===== config.mk =====
export PLATFORM = sky130hd
export DESIGN_NAME = bus_arbiter
export DESIGN_NICKNAME = d
export VERILOG_FILES = /design/src/rtl/bus_arbiter_pkg.sv /design/src/rtl/bus_arb_wait_counter.sv /design/src/rtl/bus_arbiter.sv
export SDC_FILE = /design/constraint.sdc
export NUM_CORES = 1
export LEC_CHECK = 0
export ABC_AREA = 1
export CORE_UTILIZATION = 40
export DETAILED_ROUTE_END_ITERATION = 7
export PLACE_DENSITY = 0.81
export SLEW_MARGIN = 40
export SYNTH_ARGS = -nofsm -noshare
export SYNTH_HDL_FRONTEND = slang
export SYNTH_HIERARCHICAL = 1
export SYNTH_SLANG_ARGS = --single-unit

===== constraint.sdc =====
create_clock -name CLK -period 1.95 [get_ports CLK]
set_input_delay 0.195 -clock CLK [delete_from_list [all_inputs] [get_ports CLK]]
set_output_delay 0.195 -clock CLK [all_outputs]
set_load 0.02 [all_outputs]

===== src/rtl/bus_arbiter_pkg.sv =====
// Shared constants for the external memory bus arbiter: FSM state encodings
// and master ids.
package bus_arbiter_pkg;

  typedef enum logic [1:0] {
    ARB_IDLE   = 2'd0,
    ARB_ACCESS = 2'd1,
    ARB_DONE   = 2'd2
  } arb_state_e;

  typedef enum logic {
    ARB_OWNER_CORE  = 1'b0,
    ARB_OWNER_DEBUG = 1'b1
  } arb_owner_e;

  localparam int ARB_WAIT_MAX = 15;

endpackage


===== src/rtl/bus_arb_wait_counter.sv =====
// Wait-state and timeout counting for the ACCESS phase of the bus arbiter.
// Timeout counting exists only when BUS_ARB_TIMEOUT_EN is defined.
module bus_arb_wait_counter
  import bus_arbiter_pkg::*;
#(
  parameter int WAIT_STATES = 1,
  parameter int TIMEOUT     = 64
) (
  input  logic clk,
  input  logic rst,
  input  logic clr,
  input  logic en,
  output logic wait_ok,
  output logic timeout
);

  logic [3:0] wcnt_q, wcnt_d;

  always_comb begin
    wcnt_d = wcnt_q;
    if (clr)
      wcnt_d = '0;
    else if (en && (32'(wcnt_q) != ARB_WAIT_MAX))
      wcnt_d = wcnt_q + 4'd1;
  end

  always_ff @(posedge clk or posedge rst) begin
    if (rst) wcnt_q <= '0;
    else     wcnt_q <= wcnt_d;
  end

  assign wait_ok = (32'(wcnt_q) >= WAIT_STATES);

`ifdef BUS_ARB_TIMEOUT_EN
  localparam int TW = (TIMEOUT < 2) ? 1 : $clog2(TIMEOUT + 1);

  logic [TW-1:0] tcnt_q, tcnt_d;

  // Flag goes high during the TIMEOUT-th ACCESS cycle so DONE follows it.
  always_comb begin
    tcnt_d = tcnt_q;
    if (clr)
      tcnt_d = '0;
    else if (en && (32'(tcnt_q) < TIMEOUT - 1))
      tcnt_d = tcnt_q + 1'b1;
  end

  always_ff @(posedge clk or posedge rst) begin
    if (rst) tcnt_q <= '0;
    else     tcnt_q <= tcnt_d;
  end

  assign timeout = en && (32'(tcnt_q) >= TIMEOUT - 1);
`else
  assign timeout = 1'b0;
`endif

endmodule


===== src/rtl/bus_arbiter.sv =====
// Two-master (core / debug) arbiter for the external memory bus with wait
// states, MEM_READY stretching and optional timeout abort (BUS_ARB_TIMEOUT_EN).
module bus_arbiter
  import bus_arbiter_pkg::*;
#(
  parameter int AW          = 16,
  parameter int DW          = 16,
  parameter int WAIT_STATES = 1,
  parameter int TIMEOUT     = 64
) (
  input  logic          CLK,
  input  logic          RESET,
  input  logic          C_REQ,
  input  logic          C_RD,
  input  logic          C_WR0,
  input  logic          C_WR1,
  input  logic [AW-1:0] C_ADDR,
  input  logic [DW-1:0] C_DOUT,
  output logic          C_ACK,
  input  logic          D_REQ,
  input  logic          D_RD,
  input  logic          D_WR0,
  input  logic          D_WR1,
  input  logic [AW-1:0] D_ADDR,
  input  logic [DW-1:0] D_DOUT,
  output logic          D_ACK,
  output logic [DW-1:0] RDATA,
  output logic          CORE_STALL,
  output logic [AW-1:0] ADDR_BUF,
  output logic [DW-1:0] DOUT_BUF,
  output logic          RD_BUF,
  output logic          WR0_BUF,
  output logic          WR1_BUF,
  input  logic [DW-1:0] DIN_BUF,
  input  logic          MEM_READY,
  output logic          BUS_ERR
);

  arb_state_e    state_q, state_d;
  arb_owner_e    owner_q, owner_d;
  arb_owner_e    last_grant_q, last_grant_d;
  logic [AW-1:0] addr_q, addr_d;
  logic [DW-1:0] dout_q, dout_d;
  logic [DW-1:0] rdata_q, rdata_d;
  logic          rd_q, rd_d, wr0_q, wr0_d, wr1_q, wr1_d;

  logic any_req, pick_debug, cnt_clr, cnt_en, wait_ok, timeout;
  logic complete, abort;

  assign any_req = C_REQ | D_REQ;
  // Round-robin only matters on contention; a lone requester always wins.
  assign pick_debug = D_REQ && (!C_REQ || (last_grant_q != ARB_OWNER_DEBUG));

  bus_arb_wait_counter #(
    .WAIT_STATES(WAIT_STATES),
    .TIMEOUT    (TIMEOUT)
  ) u_wait (
    .clk    (CLK),
    .rst    (RESET),
    .clr    (cnt_clr),
    .en     (cnt_en),
    .wait_ok(wait_ok),
    .timeout(timeout)
  );

  assign complete = (state_q == ARB_ACCESS) && wait_ok && MEM_READY;
  assign abort    = (state_q == ARB_ACCESS) && !complete && timeout;

  always_ff @(posedge CLK or posedge RESET) begin
    if (RESET) state_q <= ARB_IDLE;
    else       state_q <= state_d;
  end

  always_comb begin
    state_d = state_q;
    case (state_q)
      ARB_IDLE:   if (any_req) state_d = ARB_ACCESS;
      ARB_ACCESS: if (complete || abort) state_d = ARB_DONE;
      ARB_DONE:   state_d = ARB_IDLE;
      default:    state_d = ARB_IDLE;
    endcase
  end

  always_comb begin
    C_ACK   = 1'b0;
    D_ACK   = 1'b0;
    cnt_clr = 1'b0;
    cnt_en  = 1'b0;
    case (state_q)
      ARB_IDLE:   cnt_clr = any_req;
      ARB_ACCESS: cnt_en  = 1'b1;
      ARB_DONE: begin
        C_ACK = (owner_q == ARB_OWNER_CORE);
        D_ACK = (owner_q == ARB_OWNER_DEBUG);
      end
      default: ;
    endcase
  end

  always_comb begin
    owner_d      = owner_q;
    last_grant_d = last_grant_q;
    addr_d       = addr_q;
    dout_d       = dout_q;
    rdata_d      = rdata_q;
    rd_d         = rd_q;
    wr0_d        = wr0_q;
    wr1_d        = wr1_q;
    if ((state_q == ARB_IDLE) && any_req) begin
      owner_d = pick_debug ? ARB_OWNER_DEBUG : ARB_OWNER_CORE;
      addr_d  = pick_debug ? D_ADDR : C_ADDR;
      dout_d  = pick_debug ? D_DOUT : C_DOUT;
      rd_d    = pick_debug ? D_RD   : C_RD;
      wr0_d   = pick_debug ? D_WR0  : C_WR0;
      wr1_d   = pick_debug ? D_WR1  : C_WR1;
    end
    if (complete || abort) begin
      rd_d  = 1'b0;
      wr0_d = 1'b0;
      wr1_d = 1'b0;
      if (abort)     rdata_d = '1;
      else if (rd_q) rdata_d = DIN_BUF;
    end
    if (state_q == ARB_DONE) last_grant_d = owner_q;
  end

  always_ff @(posedge CLK or posedge RESET) begin
    if (RESET) begin
      owner_q      <= ARB_OWNER_CORE;
      last_grant_q <= ARB_OWNER_CORE;
      addr_q       <= '0;
      dout_q       <= '0;
      rdata_q      <= '0;
      rd_q         <= 1'b0;
      wr0_q        <= 1'b0;
      wr1_q        <= 1'b0;
    end else begin
      owner_q      <= owner_d;
      last_grant_q <= last_grant_d;
      addr_q       <= addr_d;
      dout_q       <= dout_d;
      rdata_q      <= rdata_d;
      rd_q         <= rd_d;
      wr0_q        <= wr0_d;
      wr1_q        <= wr1_d;
    end
  end

`ifdef BUS_ARB_TIMEOUT_EN
  logic err_q, err_d;

  always_comb begin
    err_d = err_q;
    if (abort)                      err_d = 1'b1;
    else if (state_q == ARB_DONE)   err_d = 1'b0;
  end

  always_ff @(posedge CLK or posedge RESET) begin
    if (RESET) err_q <= 1'b0;
    else       err_q <= err_d;
  end

  assign BUS_ERR = (state_q == ARB_DONE) && err_q;
`else
  assign BUS_ERR = 1'b0;
`endif

  assign CORE_STALL = C_REQ & ~C_ACK;
  assign ADDR_BUF   = addr_q;
  assign DOUT_BUF   = dout_q;
  assign RD_BUF     = rd_q;
  assign WR0_BUF    = wr0_q;
  assign WR1_BUF    = wr1_q;
  assign RDATA      = rdata_q;

endmodule

==> results of run 1 <==
-- where the power goes --
group	internal [mW]	total, mW	switching (mW)
clock	0.952	1.43	0.474
sequential	1.83	2.19	0.362
combinational	1.71	3.84	2.13
-- worst max-delay path, cell delays in order (launching register included) --
cell	delay [ns]
dfrtp_1	0.41
inv_1	0.12
ha_1	0.15
nor2_1	0.04
nand3_1	0.08
nand2_1	0.10
nand2_1	0.11
nand2_2	0.11
nor2_4	0.31
nand2_1	0.11
nand2_1	0.07
-- layer usage --
layer / routed length, µm / up-vias
met3: 644 / 10
met4: 112 / 0
li1: - / 1587
met1: 3520 / 1432
met2: 3910 / 137
met5: 0 / -
-- what timing repair did --
action,4_1_cts,5_1_grt
hold endpoints to repair,0,0
resized for setup,0,3
endpoints found under the setup margin,0,3
buffers inserted,0,0
-- state kept, by name, indices dropped and copies added, names as in the netlist --
| signal | cells |
|---|---|
| ADDR_BUF | 16 |
| DOUT_BUF | 16 |
| RDATA | 16 |
| u_wait/wcnt_q | 4 |
| state_q | 2 |
| RD_BUF | 1 |
| WR0_BUF | 1 |
| WR1_BUF | 1 |
| last_grant_q | 1 |
| owner_q | 1 |
-- cells in the final DEF (no fill, tap or decap), drive strengths merged --
master         instances
a21oi                  1
buf                   11
bufinv                 3
clkbuf                12
clkdlybuf4s50        141
clkinv                 2
conb                   2
dfrtp                 59
dlymetal6s2s           3
ha                     3
inv                   63
nand2                186
nand3                 11
nand3b                 2
nand4                  2
nor2                  47
o21ai                 40
-- worst max path at each step --
| stage | endpoint | depth (start not counted) | slack (ns) |
|---|---|---|---|
| 2_1_floorplan | ADDR_BUF[0] | 1 | 0.41 |
| 3_3_place_gp | ADDR_BUF[0] | 6 | 0.28 |
| 3_5_place_dp | ADDR_BUF[10] | 6 | 0.23 |
| 4_1_cts | CORE_STALL | 5 | 0.03 |
| 5_1_grt | RDATA[2] | 10 | 0.08 |
| 6_report | RDATA[5] | 10 | 0.26 |
-- per-stage QoR --
step | std cells | hold WS [ns]
after floorplan | 436 | -0.0389
after global placement | 671 | 0.452
after detailed placement | 671 | 0.456
after CTS | 687 | 0.0955
after global routing | 687 | 0.131
final | 687 | 0.0994
-- kinds of logic after synthesis --
| group | count (synthesis) |
|---|---|
| AND/OR/NAND/NOR | 248 |
| buffers and inverters | 83 |
| flip-flops | 59 |
| AO/OA/AOI/OAI | 41 |
| adder cells (fa/ha/maj) | 3 |
| other | 2 |
-- final cells by class --
type	count	area share
Inverter	64	0.0490
Multi-Input combinational cell	294	0.258
Tap cell	99	0.0251
Clock inverter	4	0.0193
Clock buffer	12	0.0335
Timing Repair Buffer	155	0.316
Sequential cell	59	0.299
==> out/results.ini, run 1 <==
[worst_hold_path]
worstHoldPathType=input pin to asynchronous set/reset pin

[global_routing]
grt_max_degree=37
grt_busiest_layer=met2
grt_pass1_wl_um=13600
gr-total-overflow=0
gr-usage-met2=0.353
antenna_found_initial=0
grt_pass1_vias=2846
grtUsageMet1=0.263
grt_usage=0.211
use_met3=0.0533

[floorplan]
die_h_um=89.8
start_util=0.419
ios=146
core_um2=7370
dieArea_um2=8070
fp-row-count=31
die_w_um=89.8

[setup_path]
r2r_slack_ns=0.26
critical_path_arrival_ns=1.96
crit_fanout=16
cp-start-kind=flop
reg2reg_to=RDATA[5]
rr_worst_depth=10
worstSetupEndpointType=flop
startpoint=u_wait/wcnt_q[1]
critPathKind=flop to flop
crit_required_ns=2.22
r2r-start=u_wait/wcnt_q[1]

[sta]
period_needed_ns=1.69
finalClockSkew_ns=0.00963
tns_ns=0
setup_viol=0
layout_worst_path_cycle_share=0.868
hold_viol_final=0
rsz0062_at_grt=false
worst_slack_ns=0.258
drv_slew=0
clock.fmax_mhz=591

[synth]
synth_cells=436
synthMuxAreaShare=0
synth_area_leaders=dfrtp_1 48%, nand2_1 22%, inv_1 7.4%
synth_flop_cell=dfrtp_1
synth_top_family_by_area=simple AND/OR/NAND/NOR gates
ys_seq_elements=59
yosysSeqAreaShare=0.478
synth_largest_area_cell=dfrtp_1
synth_fp_nets=530
synthSimpleGateAreaFrac=0.325
synth_cell_type_count=22
synthAdderAreaFrac=0.0122
synth_top_area_share=0.478
async_flop_share=1.00
syn_area_per_cell_um2=7.08
synth-edff-count=0
yosysMostFrequentCell=nand2_1
yosysWarnings=6
yosys-top-cells-count=183 x nand2_1, 61 x inv_1, 59 x dfrtp_1
synth_xor_area_frac=0
synth_compound_area_frac=0.0689
synthesis.area_um2=3090

[place]
place_area_um2=4660
numPortBuffers=144
pre_cts_slack_ns=0.228
place_hpwl_um=6110
globalplace.congestion=0.804

[cts]
clock-sinks=59
cts-root-buf=clkbuf_8
path_clk_slew_ns=0.07
clock_latency_ns=0.33
htreeDepth=3
cts_hold_buffers=0
cts_tree=done
cts_buffer_depth=2
cts-buffers-inserted=9

[pwr]
p_leak_nw=2.54
total_power_mw=7.46
power_density_nw_per_um2=1510
vdd_drop_max_mv=0.656

[final_layout]
drive_gt1_frac=0.0731
design_area_um2=4930
n_antenna_cell=0
multi_input_area_um2=1270
final_core_util=0.669
syn_to_final_growth_pct=59.8
nFillCells=612
nets=677
regArea_um2=1480

[job]
drv_cap=0

[route]
post-route-drc-count=0
wl_per_cell_um=11.9
first_pass_iters=4
drt_wl_total_um=8190
num_vias=3166
drtIter0Drc=179
ant_nets=0
vias_per_cell=4.61

[outcome]
outcome=completed

Note: power is estimated with default switching activity, not from simulation.
==> run 2, diff against run 1 <==
--- a/config.mk
+++ b/config.mk
@@ -6,9 +6,10 @@
 export NUM_CORES = 1
 export LEC_CHECK = 0
 export ABC_AREA = 1
-export CORE_UTILIZATION = 40
+export CORE_UTILIZATION = 41
+export CTS_CLUSTER_DIAMETER = 40
 export DETAILED_ROUTE_END_ITERATION = 7
-export PLACE_DENSITY = 0.81
+export PLACE_DENSITY = 0.82
 export SLEW_MARGIN = 40
 export SYNTH_ARGS = -nofsm -noshare
 export SYNTH_HDL_FRONTEND = slang
==> run 2 against run 1 <==
  * Core utilization decreased by 0.082 points
  * Fmax decreased by 6.6%
  * Sequential share of layout area grew 0.52 points
  * Largest cell class unchanged
==> out/results.ini, run 2 (synthesis gave the netlist of run 1 again) <==
[route]
num_vias=3088  ; -2.5%
wl_per_cell_um=11.9  ; -0.19%
drt_wl_total_um=8130  ; -0.77%
drtIter0Drc=130  ; -27%
vias_per_cell=4.52  ; -1.9%
post-route-drc-count=0  ; unchanged
ant_nets=0  ; unchanged
first_pass_iters=4  ; unchanged

[worst_hold_path]
worstHoldPathType=input pin to asynchronous set/reset pin

[setup_path]
crit_required_ns=1.75  ; -0.47 ns
cp-start-kind=flop
critical_path_arrival_ns=1.62  ; -0.34 ns
crit_fanout=5  ; -11
worstSetupEndpointType=output port
critPathKind=flop to output port

[global_routing]
grt_usage=0.210  ; -0.000321
grt_pass1_vias=2736  ; -3.9%
grt_pass1_wl_um=12600  ; -7.4%
antenna_found_initial=0  ; unchanged
grt_max_degree=41  ; +11%
gr-total-overflow=0  ; unchanged

[floorplan]
start_util=0.426  ; +0.00672
core_um2=7250  ; -1.6%
die_h_um=88.8  ; -1.2%
fp-row-count=31  ; unchanged
dieArea_um2=7880  ; -2.4%
die_w_um=88.8  ; -1.2%
ios=146  ; unchanged

[final_layout]
n_antenna_cell=0  ; unchanged
drive_gt1_frac=0.0634  ; -0.00977
layout_commonest_cell=nand2_1
syn_to_final_growth_pct=57.1
nets=673  ; -0.59%
final_cell_mix=182 x nand2_1, 142 x clkdlybuf4s50_1, 60 x inv_1
nFillCells=612  ; unchanged

[sta]
whs_ns=0.125  ; +0.0259 ns
rsz0062_at_grt=false
tns_ns=0  ; unchanged
worstMarginPinSlew_ns=0.553
clock.fmax_mhz=552  ; -6.6%
hold_viol_final=0  ; unchanged
layout_worst_path_cycle_share=0.929  ; +0.0614
slew_headroom=0.631
drv_slew=0  ; unchanged
setup_viol=0  ; unchanged
period_needed_ns=1.81  ; +0.120 ns
finalClockSkew_ns=0.00569  ; -0.00394 ns

[cts]
cts_tree=done
cts-root-buf=clkbuf_8
clock_latency_ns=0.32  ; about the same
cts_resized=0  ; unchanged
cts_buffer_depth=2  ; unchanged
cts-buffers-inserted=9  ; unchanged
htreeDepth=3  ; unchanged
cts_setup_buffers=0  ; unchanged
path_clk_slew_ns=0.06  ; about the same
clock-sinks=59  ; unchanged
cts_hold_buffers=0  ; unchanged

[outcome]
outcome=completed

[job]
drv_cap=0  ; unchanged

[pwr]
power_density_nw_per_um2=1470  ; -3.0%
p_leak_nw=2.48  ; -2.3%
vdd_drop_max_mv=0.611  ; -6.8%

[place]
globalplace.congestion=0.761  ; -5.4%
numPortBuffers=144  ; unchanged
place_hpwl_um=6020  ; -1.6%

run 2: cell types whose count changed in the layout (fill, tap and decap cells not counted), sizes merged:
cell and change:
buf -4, bufinv -3, clkbuf +3, clkdlybuf4s50 +1
dlymetal6s2s -1
run 2: critical path: stages (launching register included):
cell             delay (ns)
dfrtp_1                0.40
inv_2                  0.09
nand2_1                0.11
nor2_1                 0.10
clkdlybuf4s50_1        0.60
run 2: path summary, 6_finish.rpt:
check                      slack [ns]  cells after the start              from               end
max                              0.14                      4        state_q[0]             C_ACK
min                              0.13                      2             RESET  u_wait/wcnt_q[3]
max reg2reg                      0.22                      9  u_wait/wcnt_q[0]          RDATA[8]
min reg2reg                      0.48                      2         RDATA[10]         RDATA[10]
max in group asynchronous        1.10                      3             RESET       DOUT_BUF[5]
min in group CLK                 0.48                      3         D_DOUT[1]       DOUT_BUF[1]
run 2: metrics by stage:
step | power [mW] | setup WS, ns | util | instances | instance area [µm²]
after floorplan | 4.36 | 0.412 | - | 436 | 3090
after global placement | 5.96 | 0.271 | 0.641 | 667 | 4650
after detailed placement | 6.10 | 0.189 | 0.641 | 667 | 4650
after CTS | 7.18 | 0.0900 | 0.668 | 683 | 4840
after global routing | 7.65 | 0.0461 | 0.668 | 683 | 4850
final | 7.11 | 0.138 | 0.668 | 683 | 4850
run 2: power by group:
group	switching (mW)	total [mW]	leakage [nW]	internal [mW]
Combinational	2.16	3.89	1.66	1.72
Sequential	0.347	2.18	0.726	1.83
Clock	0.451	1.05	0.0997	0.600
run 2: routing by layer:
| metal | GRT usage | vias to the layer above | wire length (µm) |
|---|---|---|---|
| li1 | - | 1578 | - |
| met1 | 0.251 | 1363 | 3380 |
| met2 | 0.368 | 130 | 3920 |
| met3 | 0.0541 | 17 | 720 |
| met4 | 0.0733 | 0 | 115 |
| met5 | 0 | - | 0 |
run 2: layout make-up:
| class | instances | area (µm²) | area share |
|---|---|---|---|
| clock buffers | 15 | 186 | 0.0385 |
| multi-input cells | 294 | 1270 | 0.261 |
| flip-flops and latches | 59 | 1480 | 0.305 |
| well taps | 99 | 124 | 0.0255 |
| clock inverters | 1 | 5.00 | 0.00103 |
| inverters | 64 | 241 | 0.0498 |
| repair buffers | 151 | 1550 | 0.319 |
